**src/rtl/async_fifo_arb_pkg.sv**
```systemverilog
// Shared types and helpers for the async FIFO write-port arbiter.
package async_fifo_arb_pkg;

  typedef enum logic [0:0] {
    IDLE = 1'b0,
    BUSY = 1'b1
  } arb_state_e;

  function automatic int grant_w(input int num_req);
    int w;
    w = $clog2(num_req);
    if (w < 1) begin
      w = 1;
    end else begin
      w = w;
    end
    return w;
  endfunction

endpackage

```
**src/rtl/rr_pick.sv**
```systemverilog
// Rotate-priority encoder: first set request after i_last_id, wrapping, i_last_id itself last.
module rr_pick
  import async_fifo_arb_pkg::*;
#(
  parameter int NumReq = 4,
  localparam int GrantW = grant_w(NumReq)
) (
  input  logic [NumReq-1:0] i_req,
  input  logic [GrantW-1:0] i_last_id,
  output logic              o_any,
  output logic [GrantW-1:0] o_id
);

  // Scan slots last_id+1 .. last_id+NumReq modulo NumReq and keep the first hit.
  always_comb begin
    int unsigned idx_s;
    logic        hit_s;
    idx_s = 32'd0;
    hit_s = 1'b0;
    o_any = 1'b0;
    o_id  = {GrantW{1'b0}};
    for (int k = 1; k <= NumReq; k++) begin
      idx_s = (32'(i_last_id) + 32'(k)) % 32'(NumReq);
      hit_s = ~o_any & i_req[idx_s];
      o_id  = hit_s ? idx_s[GrantW-1:0] : o_id;
      o_any = o_any | hit_s;
    end
  end

endmodule

```
**src/rtl/async_fifo_wr_arb.sv**
```systemverilog
// Round-robin arbiter sharing one async_fifo write port among NumReq valid/ready requesters.
// Define ASYNC_FIFO_ARB_BURST_EN to let a grant carry up to MaxBurst beats (ended early by i_req_last).
module async_fifo_wr_arb
  import async_fifo_arb_pkg::*;
#(
  parameter int NumReq   = 4,
  parameter int Width    = 8,
  parameter int MaxBurst = 4,
  localparam int GrantW  = grant_w(NumReq)
) (
  input  logic                          clk_wr,
  input  logic                          rst_n,
  input  logic [NumReq-1:0]             i_req_valid,
  input  logic [NumReq-1:0][Width-1:0]  i_req_data,
  input  logic [NumReq-1:0]             i_req_last,
  output logic [NumReq-1:0]             o_req_ready,
  input  logic                          i_wr_full,
  output logic                          o_wr_en,
  output logic [Width-1:0]              o_wr_data,
  output logic                          o_grant_valid,
  output logic [GrantW-1:0]             o_grant_id
);

  localparam int CntW = grant_w(MaxBurst);
  localparam logic [GrantW-1:0] LastIdRst = GrantW'(NumReq - 1);

  arb_state_e        state_r, state_s;
  logic [GrantW-1:0] grant_id_r, grant_id_s;
  logic [GrantW-1:0] last_id_r, last_id_s;
  logic [GrantW-1:0] pick_last_s, pick_id_s;
  logic              pick_any_s;
  logic              busy_s, xfer_s, hold_s, mid_burst_s;
  logic [CntW-1:0]   beat_cnt_r;

  assign busy_s = (state_r == BUSY);
  assign xfer_s = busy_s & ~i_wr_full & i_req_valid[grant_id_r];
  // While busy the only re-pick happens on a releasing transfer, where the current grant becomes last.
  assign pick_last_s = busy_s ? grant_id_r : last_id_r;

  rr_pick #(.NumReq(NumReq)) u_pick (
    .i_req     (i_req_valid),
    .i_last_id (pick_last_s),
    .o_any     (pick_any_s),
    .o_id      (pick_id_s)
  );

`ifdef ASYNC_FIFO_ARB_BURST_EN
  logic [CntW-1:0] beat_cnt_s;

  assign hold_s = ~i_req_last[grant_id_r] & (beat_cnt_r < CntW'(MaxBurst - 1));

  // Beats already taken in the current grant; cleared whenever the grant rotates.
  always_comb begin
    beat_cnt_s = beat_cnt_r;
    if (xfer_s) begin
      if (hold_s) begin
        beat_cnt_s = beat_cnt_r + CntW'(1);
      end else begin
        beat_cnt_s = {CntW{1'b0}};
      end
    end else begin
      beat_cnt_s = beat_cnt_r;
    end
  end

  // Beat counter register.
  always_ff @(posedge clk_wr or negedge rst_n) begin
    if (!rst_n) begin
      beat_cnt_r <= {CntW{1'b0}};
    end else begin
      beat_cnt_r <= beat_cnt_s;
    end
  end
`else
  logic unused_last_s;

  assign unused_last_s = ^i_req_last;
  assign hold_s        = 1'b0;
  assign beat_cnt_r    = {CntW{1'b0}};
`endif

  assign mid_burst_s = (beat_cnt_r != {CntW{1'b0}});

  // Next-state: grant on any request from IDLE, rotate or release on transfer, hold while full.
  always_comb begin
    state_s    = state_r;
    grant_id_s = grant_id_r;
    last_id_s  = last_id_r;
    case (state_r)
      IDLE: begin
        if (pick_any_s) begin
          grant_id_s = pick_id_s;
          state_s    = BUSY;
        end else begin
          state_s = IDLE;
        end
      end
      BUSY: begin
        if (xfer_s) begin
          if (hold_s) begin
            state_s = BUSY;
          end else begin
            last_id_s = grant_id_r;
            if (pick_any_s) begin
              grant_id_s = pick_id_s;
            end else begin
              state_s = IDLE;
            end
          end
        end else if (i_wr_full || mid_burst_s) begin
          state_s = BUSY;
        end else begin
          state_s = IDLE;
        end
      end
      default: begin
        state_s = IDLE;
      end
    endcase
  end

  // Arbiter state registers.
  always_ff @(posedge clk_wr or negedge rst_n) begin
    if (!rst_n) begin
      state_r    <= IDLE;
      grant_id_r <= {GrantW{1'b0}};
      last_id_r  <= LastIdRst;
    end else begin
      state_r    <= state_s;
      grant_id_r <= grant_id_s;
      last_id_r  <= last_id_s;
    end
  end

  // Ready goes only to the granted requester while the FIFO has room.
  always_comb begin
    o_req_ready = {NumReq{1'b0}};
    for (int g = 0; g < NumReq; g++) begin
      o_req_ready[g] = busy_s & (grant_id_r == GrantW'(g)) & ~i_wr_full;
    end
  end

  assign o_wr_en       = xfer_s;
  assign o_wr_data     = busy_s ? i_req_data[grant_id_r] : {Width{1'b0}};
  assign o_grant_valid = busy_s;
  assign o_grant_id    = grant_id_r;

endmodule
```
**config.mk**
```make
export PLATFORM = sky130hd
export DESIGN_NAME = async_fifo_wr_arb
export DESIGN_NICKNAME = d
export VERILOG_FILES = /design/src/rtl/async_fifo_arb_pkg.sv /design/src/rtl/rr_pick.sv /design/src/rtl/async_fifo_wr_arb.sv
export SDC_FILE = /design/constraint.sdc
export NUM_CORES = 1
export LEC_CHECK = 0
export ABC_AREA = 1
export CORE_MARGIN = 10
export CORE_UTILIZATION = 30
export CTS_CLUSTER_SIZE = 20
export DETAILED_ROUTE_END_ITERATION = 10
export PLACE_DENSITY = 0.74
export SETUP_SLACK_MARGIN = 0.3
export SLEW_MARGIN = 20
export SYNTH_ARGS = -nofsm -noshare
export SYNTH_HDL_FRONTEND = slang
export SYNTH_SLANG_ARGS = --single-unit
```
**constraint.sdc**
```tcl
create_clock -name clk_wr -period 1.5 [get_ports clk_wr]
set_input_delay 0.375 -clock clk_wr [delete_from_list [all_inputs] [get_ports clk_wr]]
set_output_delay 0.375 -clock clk_wr [all_outputs]
set_load 0.02 [all_outputs]
```
==> results.json, run 1 <==
{
  "synthCells": 131,
  "num_rows": 18,
  "p_int_uw": 2430,
  "fmax_mhz": 508,
  "met3_usage_pct": 2.65,
  "layout_common_cells": "37 x clkdlybuf4s50_1, 31 x nand2_1, 29 x buf_6, 29 x buf_4, 16 x nand2_2",
  "dp_hpwl_mm": 3.10,
  "cpPeakStageDelay_ns": 0.50,
  "comb_power_share_pct": 89.4,
  "overflow": 0,
  "seq_area_frac_synth_pct": 16.3,
  "layout_setup_ws_ns": -0.467,
  "period_needed_ns": 1.97,
  "multiInputGateArea_sq_um": 807,
  "switching_share_pct": 51.6,
  "die-area_sq_um": 5050,
  "syn_to_final_growth_pct": 155,
  "clkPwrFrac_pct": 3.2,
  "grt_use_total_pct": 16.5,
  "holdBufCountCts": 0,
  "pwr_density_cell_nw_per_um2": 2510,
  "h-tree-depth": 1,
  "clock_latency_ns": 0.25,
  "core_area_sq_um": 2480,
  "syn_area_sq_um": 783,
  "final_max_slew_viol_count": 0,
  "drc": 0,
  "synth_area_leaders": "nand2_1 23%, a22oi_1 15%, dfrtp_1 9.6%",
  "yosysTopAreaCell": "nand2_1",
  "final_common_cell": "clkdlybuf4s50_1",
  "ys_warn_count": 0,
  "path_max_fanout": 7,
  "grt_first_pass_wirelength_mm": 6.86,
  "cap_violations": 0,
  "yosys.area.top_type_share_pct": 22.5,
  "met1_usage_pct": 17.9,
  "slew_headroom_pct": 81.2,
  "rr_worst_depth": 14,
  "routed_wl_mm": 4.97,
  "drive_gt1_share_pct": 56.7,
  "num_vias": 1408,
  "worst_setup_path_end_kind": "primary output",
  "crit_family": "flip-flops",
  "antenna_found_initial": 1,
  "portBuffers": 54,
  "grt_setup_unrepaired": "yes",
  "crit_slowest_cell": "dfrtp_2",
  "start_util_pct": 31.6,
  "numClockSinks": 5,
  "tightestPinTransition_ns": 0.281,
  "finalSetupViolCount": 20,
  "path_buf_inv": 2,
  "ir_drop_uv": 2200,
  "ff_latch_area_sq_um": 131,
  "crit_arrival_ns": 1.59,
  "status": "complete, but fails checks",
  "postRouteAntennaNets": 0,
  "fp.dieW_um": 71.1,
  "grt_start_max_net_pins": 10,
  "cts_tree": "yes",
  "fillers": 161,
  "initialDrtViolationCount": 86,
  "finalClockSkew_ns": 0.0108,
  "grt_util_met2_pct": 30.1,
  "finalNonFillerCells": 262,
  "required_ns": 1.12,
  "critPathKind": "flip-flop to primary output",
  "drtPass1Iterations": 4,
  "clk_path_buf_depth": 2,
  "yosysUniqueCellTypes": 22,
  "worstPathCellList": "buf_6 > nor2_4 > a22oi_2 > a21oi_2 > buf_6",
  "avgSynthCellArea_sq_um": 5.98,
  "dp_cells": 233,
  "io_pins": 59,
  "timing.rr.end": "o_grant_id[0]$_DFFE_PN0P_",
  "fin_util_pct": 80.7,
  "place_congestion": 0.806,
  "violations": "setup timing",
  "first_global_vias": 1341,
  "top_usage_layer": "met2",
  "ys_seq_elements": 5,
  "rr_startpoint": "o_grant_id[0]$_DFFE_PN0P_",
  "netSwitchingPower_uw": 2590,
  "cts_buffers": 3,
  "drt-wirelength-per-cell_um": 19.0,
  "sequentialPowerShare_pct": 7.4,
  "holdWs_ns": 0.356,
  "final_nets": 275,
  "finalHoldViolations": 0,
  "routed_via_density": 5.37,
  "crit_path_frequent_cell": "buf_6",
  "hp-class": "input pin to asynchronous set/reset pin",
  "p_leak_uw": 0.000884,
  "worst-r2r-setup-slack_ns": -0.38,
  "final.period_utilization_pct": 131,
  "cts_root_buf": "clkbuf_4",
  "die_h_um": 71.1,
  "startpoint_type": "flip-flop",
  "clk_pin_slew_worst_paths_ns": 0.05,
  "syn-num-nets": 174
}
[registers in the layout (all words and copies together) (netlist names)]
| signal | flops |
|---|---|
| last_id_r | 2 |
| o_grant_id | 2 |
| o_grant_valid | 1 |
[synthesized netlist by cell type]
library cell / n
nand2_1: 47
nand4_1: 1
inv_1: 11
inv_2: 4
dfrtp_1: 3
nor2_1: 6
nand3_2: 1
o21ai_1: 1
nand3_1: 8
o22ai_2: 1
nand2_4: 1
dfstp_2: 2
buf_2: 1
a21oi_4: 1
nand2_2: 4
o21ai_0: 3
nor2_2: 5
a22oi_2: 2
a21oi_1: 8
nor3_1: 3
a22oi_1: 16
buf_6: 2
[kinds of logic after synthesis]
kind of cell | count (synthesis) | synth area share, %
compound gates | 32 | 29.9
buf+inv | 18 | 10.7
flops | 5 | 16.3
simple gates | 76 | 43.1
[area by class of cell]
class / count / share of cell area [%]
Antenna cell: 1 / 0.125
Clock buffer: 3 / 1.13
Clock inverter: 1 / 0.250
Inverter: 15 / 3.19
Multi-Input combinational cell: 110 / 40.4
Sequential cell: 5 / 6.57
Tap cell: 30 / 1.88
Timing Repair Buffer: 97 / 46.5
[through the flow]
step	total power (uW)	instance area (sq um)	worst slack [ns]	setup TNS, ns
after detailed placement	3540	1590	-0.682	-9.21
after CTS	4270	1800	-0.372	-4.57
after global routing	5340	2000	-0.508	-7.04
after floorplan	2320	881	-0.0610	-0.513
final	5020	2000	-0.467	-5.92
after global placement	3480	1590	-0.678	-8.89
[repair_timing]
item                                    in CTS  in global routing
endpoints found under the setup margin      21                 21
pin swaps                                   13                 24
gates resized for setup                    106                 38
cloned                                       2                  0
endpoints found under the hold margin        0                  0
setup buffers                               15                  7
[worst reg2reg max path, stage by stage, from the launching register on]
cell and delay (ns):
dfrtp_2 0.50, inv_4 0.14, buf_4 0.12, buf_6 0.10, nand2_2 0.06, nand2_4 0.11
nand2_1 0.08, nand2_2 0.09, nand2_2 0.07, nand2_4 0.10, nand3_4 0.10, nor2_2 0.12
nor2_2 0.04, nand3_1 0.08, nand2_1 0.06
[how the worst max path moves through the flow]
stage | startpoint | endpoint | slack [ns] | cells past startpoint
finish | o_grant_id[1]$_DFFE_PN0P_ | o_wr_data[7] | -0.47 | 5
global route | o_grant_id[0]$_DFFE_PN0P_ | o_grant_id[1]$_DFFE_PN0P_ | -0.51 | 15
CTS | o_grant_id[1]$_DFFE_PN0P_ | o_wr_en | -0.37 | 6
detailed placement | i_wr_full | o_req_ready[2] | -0.68 | 5
global placement | i_wr_full | o_req_ready[2] | -0.68 | 5
floorplan | o_grant_id[1]$_DFFE_PN0P_ | o_wr_en | -0.06 | 4
[metal layers]
layer  vias to the layer above  share of wire (%)
met3                        25                4.8
met2                        66                 56
li1                        645                  -
met5                         -                  0
met4                         0                5.4
met1                       672                 34
[power by group through the flow]
stage / sequential, uW / clock (uW) / combinational (uW)
6_report: 371 / 163 / 4490
3_3_place_gp: 338 / 0 / 3150
5_1_grt: 382 / 178 / 4780
2_1_floorplan: 336 / 0 / 1980
3_5_place_dp: 350 / 0 / 3190
4_1_cts: 354 / 164 / 3760
Note: power is estimated with default switching activity, not from simulation.
==> run 2: changes to the inputs <==
==> constraint.sdc (replaced) <==
create_clock -name clk_wr -period 1.6 [get_ports clk_wr]
set_input_delay 0.4 -clock clk_wr [delete_from_list [all_inputs] [get_ports clk_wr]]
set_output_delay 0.4 -clock clk_wr [all_outputs]
set_load 0.02 [all_outputs]
==> results.json, run 2 (synthesized netlist as in run 1, its figures left out) <==
{
  "final_common_cell": "clkdlybuf4s50_1",
  "dp_cells": 228,
  "syn_to_final_growth_pct": 154,
  "critPathKind": "flip-flop to primary output",
  "finalHoldViolations": 0,
  "fmax_mhz": 510,
  "layout_common_cells": "37 x clkdlybuf4s50_1, 24 x nand2_1, 23 x buf_6",
  "endpoint": "o_wr_data[3]",
  "rr_startpoint": "o_grant_id[1]$_DFFE_PN0P_",
  "grt_use_total_pct": 14.5,
  "p_leak_uw": 0.000846,
  "status": "complete, but fails checks",
  "placed_cell_area_sq_um": 1540,
  "comb_power_share_pct": 89.8,
  "ir_drop_uv": 2070,
  "holdBufCountCts": 0,
  "num_antenna_cells": 0,
  "tns_ns": -3.96,
  "netSwitchingPower_uw": 2600,
  "violations": "setup timing",
  "grt_setup_unrepaired": "yes",
  "routed_wl_mm": 4.78,
  "postRouteAntennaNets": 0,
  "final_nets": 260,
  "dp_hpwl_mm": 3.08,
  "cts_buffers": 3,
  "io_pins": 59,
  "worst_setup_path_end_kind": "primary output",
  "pre_cts_ws_ns": -0.689,
  "path_max_fanout": 6,
  "num_rows": 18,
  "period_needed_ns": 1.96,
  "die-area_sq_um": 5050,
  "drc": 0,
  "switching_share_pct": 53.9,
  "drt-wirelength-per-cell_um": 19.4,
  "clkPwrFrac_pct": 3.0,
  "first_global_vias": 1231,
  "cap_violations": 0,
  "tightestPinTransition_ns": 0.292,
  "timing.rr.end": "o_grant_id[0]$_DFFE_PN0P_",
  "p_int_uw": 2220,
  "cts_tree": "yes",
  "drtPass1Iterations": 4,
  "antenna_found_initial": 0,
  "startpoint_type": "flip-flop",
  "fillers": 155,
  "clk_path_buf_depth": 2,
  "cts_root_buf": "clkbuf_4",
  "worst-r2r-setup-slack_ns": -0.26,
  "required_ns": 1.20,
  "routed-wl-met3_um": 126,
  "wl_met1_mm": 1.70,
  "sequentialPowerShare_pct": 7.2,
  "start_util_pct": 31.6,
  "hp-class": "input pin to asynchronous set/reset pin",
  "numClockSinks": 5,
  "crit_arrival_ns": 1.56,
  "fin_util_pct": 80.4,
  "clk_pin_slew_worst_paths_ns": 0.05,
  "rr_worst_depth": 12,
  "grt_first_pass_wirelength_mm": 6.09,
  "routed_via_density": 5.37,
  "initialDrtViolationCount": 66,
  "layout_setup_ws_ns": -0.362,
  "clock_latency_ns": 0.24,
  "fp.dieW_um": 71.1,
  "grt_start_max_net_pins": 14,
  "stdcell_area_sq_um": 1990,
  "place_congestion": 0.852,
  "finalSetupViolCount": 17,
  "pwr_density_cell_nw_per_um2": 2420,
  "finalNonFillerCells": 246,
  "wl_met2_mm": 2.80,
  "drive_gt1_share_pct": 57.4,
  "num_vias": 1322,
  "h-tree-depth": 1,
  "slew_headroom_pct": 80.5,
  "portBuffers": 54,
  "die_h_um": 71.1,
  "critical_path.startpoint": "o_grant_id[0]$_DFFE_PN0P_",
  "final.period_utilization_pct": 123,
  "overflow": 0,
  "maxUsedRoutingLayer": "met4",
  "core_area_sq_um": 2480,
  "final_max_slew_viol_count": 0,
  "finalClockSkew_ns": 0.00156
}
## run 2: cell count changes in the layout (fill, tap and decap cells not counted), moves of 2 or more
cell / change
a22oi_2: +5
buf_6: -6
buf_4: -14
a22oi_1: -5
o21ai_0: +2
nand2_1: -7
nand2_4: +5
buf_12: +4
## run 2: worst max-delay path, stage by stage (launching register included)
cell	delay, ns
dfrtp_2	0.49
buf_12	0.17
nor2_4	0.18
a22oi_1	0.15
a21oi_2	0.18
buf_6	0.14
## run 2: per-stage QoR
stage | power [uW] | hold slack (ns)
after detailed placement | 3230 | 0.501
final | 4820 | 0.383
after CTS | 3700 | 0.379
after global placement | 3170 | 0.502
after floorplan | 2140 | 0.104
after global routing | 5090 | 0.385
## run 2: metal layers
layer  up-vias  track usage, %
met2        44            28.9
met3        16            2.23
li1        621               -
met5         -               0
met1       641            15.3
met4         0            3.01
## run 2: repair_timing
| item | in CTS | in global routing |
|---|---|---|
| setup endpoints to repair | 21 | 21 |
| setup buffers | 3 | 8 |
| pin swaps | 16 | 31 |
| endpoints found under the hold margin | 0 | 0 |
| cloned | 3 | 0 |
| resized for setup | 103 | 59 |
## run 2: final cells by class
class / instances / area [sq um] / area share [%]
flip-flops and latches: 5 / 130 / 6.53
clock buffers: 3 / 22.5 / 1.13
inverters: 15 / 66.3 / 3.33
well taps: 30 / 37.5 / 1.88
repair buffers: 81 / 836 / 42.0
clock inverters: 1 / 5.00 / 0.251
multi-input cells: 111 / 895 / 44.9
## run 2: worst min path at each step
stage,endpoint,slack (ns),cells after the start
global placement,last_id_r[1]$_DFFE_PN1P_,0.50,2
global route,o_grant_valid$_DFF_PN0_,0.38,1
CTS,o_grant_valid$_DFF_PN0_,0.38,1
finish,o_grant_valid$_DFF_PN0_,0.38,1
floorplan,o_grant_id[0]$_DFFE_PN0P_,0.10,0
detailed placement,last_id_r[1]$_DFFE_PN1P_,0.50,2
## run 2: power by group through the flow
stage               sequential (uW)  combinational, uW  clock (uW)
finish                          348               4320         145
floorplan                       312               1830           0
global route                    356               4570         160
global placement                308               2860           0
CTS                             336               3210         151
detailed placement              310               2920           0
==> run 3: changes to the inputs <==
--- a/config.mk
+++ b/config.mk
@@ -5,12 +5,11 @@
 export SDC_FILE = /design/constraint.sdc
 export NUM_CORES = 1
 export LEC_CHECK = 0
-export ABC_AREA = 1
-export CORE_MARGIN = 10
-export CORE_UTILIZATION = 30
+export ABC_AREA = 0
+export CORE_UTILIZATION = 29
 export CTS_CLUSTER_SIZE = 20
 export DETAILED_ROUTE_END_ITERATION = 10
-export PLACE_DENSITY = 0.74
+export PLACE_DENSITY = 0.75
 export SETUP_SLACK_MARGIN = 0.3
 export SLEW_MARGIN = 20
 export SYNTH_ARGS = -nofsm -noshare
==> constraint.sdc (replaced) <==
create_clock -name clk_wr -period 1.8 [get_ports clk_wr]
set_input_delay 0.45 -clock clk_wr [delete_from_list [all_inputs] [get_ports clk_wr]]
set_output_delay 0.45 -clock clk_wr [all_outputs]
set_load 0.02 [all_outputs]
==> results.json, run 3 <==
{
  "synth_area_leaders": "mux4_2 25%, dfrtp_1 10%, and2_1 7.8%",
  "synthAdderAreaFrac_pct": 0,
  "portBuffers": 54,
  "drtPass1Iterations": 4,
  "total_power_uw": 2640,
  "cts_buffers": 3,
  "grt_use_total_pct": 19.2,
  "p_int_uw": 1610,
  "initialDrtViolationCount": 19,
  "clk_pin_slew_worst_paths_ns": 0.05,
  "muxShareOfSynthArea_pct": 38.8,
  "dp_hpwl_mm": 1.80,
  "yosysTopAreaCell": "mux4_2",
  "syn_to_final_growth_pct": 121,
  "fin_util_pct": 69.7,
  "worst_setup_path_end_kind": "primary output",
  "crit_arrival_ns": 1.53,
  "layout_common_cells": "33 x dlygate4sd2_1, 26 x buf_6, 13 x buf_4",
  "final.period_utilization_pct": 110,
  "die_h_um": 51.8,
  "grt_first_pass_wirelength_mm": 3.86,
  "postRouteAntennaNets": 0,
  "final_max_slew_viol_count": 0,
  "syn-num-nets": 112,
  "die-area_sq_um": 2680,
  "tightestPinTransition_ns": 0.301,
  "p_leak_uw": 0.000774,
  "final_common_cell": "dlygate4sd2_1",
  "final_nets": 190,
  "syn_area_sq_um": 719,
  "fillers": 180,
  "rr_worst_depth": 7,
  "critPathKind": "flip-flop to primary output",
  "switching_share_pct": 39.0,
  "num_vias": 868,
  "comb_power_share_pct": 83.6,
  "period_needed_ns": 1.98,
  "required_ns": 1.35,
  "synth_xor_area_share_pct": 1.22,
  "worst-r2r-setup-slack_ns": -0.05,
  "ys_top_cells_by_count": "9 x and2_1, 8 x mux4_2, 6 x nand2_1",
  "avgSynthCellArea_sq_um": 10.4,
  "cts_root_buf": "clkbuf_4",
  "start_util_pct": 31.6,
  "yosysMostFrequentCell": "and2_1",
  "grt_setup_unrepaired": "yes",
  "cap_violations": 0,
  "cts_tree": "yes",
  "postSynth.asyncResetShare_pct": 100,
  "pwr_density_cell_nw_per_um2": 1660,
  "hp-class": "input pin to asynchronous set/reset pin",
  "fp.dieW_um": 51.8,
  "clk_path_buf_depth": 2,
  "clock_latency_ns": 0.24,
  "timing.rr.end": "o_grant_id[0]$_DFFE_PN0P_",
  "layout_setup_ws_ns": -0.182,
  "numClockSinks": 5,
  "ys_seq_elements": 5,
  "seq_area_frac_synth_pct": 17.7,
  "h-tree-depth": 1,
  "yosysUniqueCellTypes": 34,
  "finalNonFillerCells": 174,
  "finalHoldViolations": 0,
  "sequentialPowerShare_pct": 11.5,
  "synth_edf_count": 0,
  "overflow": 0,
  "first_global_vias": 891,
  "path_max_fanout": 5,
  "clkPwrFrac_pct": 4.9,
  "holdBufCountCts": 0,
  "startpoint_type": "flip-flop",
  "finalClockSkew_ns": 0.00377,
  "io_pins": 59,
  "ff_latch_area_sq_um": 131,
  "num_rows": 17,
  "finalSetupViolCount": 13,
  "endpoint": "o_wr_data[1]",
  "drc": 0,
  "place_congestion": 0.870,
  "synthCells": 69,
  "synth-main-ff-cell": "dfrtp_1",
  "ir_drop_uv": 1360,
  "yosys.area.top_type_share_pct": 25.0,
  "drt-wirelength-per-cell_um": 14.8,
  "ys_warn_count": 0,
  "routed_wl_mm": 2.58,
  "grt_start_max_net_pins": 10,
  "dp_cells": 157,
  "rr_startpoint": "o_grant_id[0]$_DFFE_PN0P_",
  "synth_compound_area_share_pct": 8.87,
  "antenna_found_initial": 0,
  "drive_gt1_share_pct": 58.2,
  "critical_path.startpoint": "o_grant_id[0]$_DFFE_PN0P_",
  "netSwitchingPower_uw": 1030,
  "violations": "setup timing",
  "synth_top_family_by_area": "multiplexers",
  "fmax_mhz": 505,
  "routed_via_density": 4.99,
  "multiInputGateArea_sq_um": 621,
  "status": "complete, but fails checks",
  "slew_headroom_pct": 79.9,
  "pre_cts_ws_ns": -0.676,
  "yosys.area_share.simple_pct": 25.9,
  "core_area_sq_um": 2280,
  "num_antenna_cells": 0
}
## run 3: cell count changes in the layout (fill, tap and decap cells not counted), moves of 8 or more
cell / delta
nand2_4: -9
inv_1: -8
a22oi_2: -15
nand2_2: -15
and2_4: +9
mux4_2: +8
clkdlybuf4s50_1: -34
a21oi_2: -8
nand2_1: -20
dlygate4sd2_1: +32
## run 3: through the flow
stage          TNS (ns)  instance area (sq um)  hold slack [ns]
6_report          -1.86                   1590            0.430
5_1_grt           -2.59                   1590            0.433
4_1_cts           -1.85                   1490            0.431
3_5_place_dp      -9.43                   1390            0.494
3_3_place_gp      -9.03                   1390            0.490
2_1_floorplan    -0.137                    778            0.154
## run 3: power by group through the flow
stage / Sequential (uW) / Clock [uW] / Combinational, uW
finish: 304 / 129 / 2200
global route: 311 / 142 / 2350
CTS: 292 / 133 / 2020
detailed placement: 376 / 0 / 1680
global placement: 369 / 0 / 1650
floorplan: 291 / 0 / 1210
## run 3: area by class of cell
type | instances | share of cell area (%)
timing repair buffer | 79 | 48.3
multi-input combinational | 56 | 39.1
sequential | 5 | 8.28
tap | 28 | 2.21
clock buffer | 4 | 1.66
inverter | 2 | 0.473
## run 3: how the worst min path moves through the flow
| stage | start | to | slack, ns | depth (start not counted) |
|---|---|---|---|---|
| after floorplan | rst_n | o_grant_id[0]$_DFFE_PN0P_ | 0.15 | 0 |
| after global placement | last_id_r[0]$_DFFE_PN1P_ | last_id_r[0]$_DFFE_PN1P_ | 0.49 | 2 |
| after detailed placement | last_id_r[0]$_DFFE_PN1P_ | last_id_r[0]$_DFFE_PN1P_ | 0.49 | 2 |
| after CTS | rst_n | o_grant_id[1]$_DFFE_PN0P_ | 0.43 | 1 |
| after global routing | rst_n | o_grant_valid$_DFF_PN0_ | 0.43 | 1 |
| final | rst_n | o_grant_id[1]$_DFFE_PN0P_ | 0.43 | 1 |
## run 3: kinds of logic after synthesis
logic type | Yosys count
AOI/OAI and AO/OA | 8
xor gates and xnor gates | 1
buffers and inverters | 8
DFF | 5
muxes | 16
and+or+nand+nor | 31
## run 3: layer usage
metal | part of all wire [%] | up-vias | track usage (%)
met2 | 52 | 49 | 38.5
met4 | 0.54 | 0 | 4.95
met5 | 0 | - | 0
met3 | 9.0 | 2 | 3.51
met1 | 38 | 404 | 20.0
li1 | - | 413 | -
## run 3: critical path, stage by stage, from the launching register on
cell and delay [ns]:
dfrtp_2 0.39, buf_6 0.14, mux4_2 0.48, and2_4 0.15, buf_6 0.12
## run 3: timing repair
action,in CTS,in global routing
endpoints found under the setup margin,20,19
cloned,0,0
buffers inserted,8,5
pin swaps,11,6
resized for setup,133,18
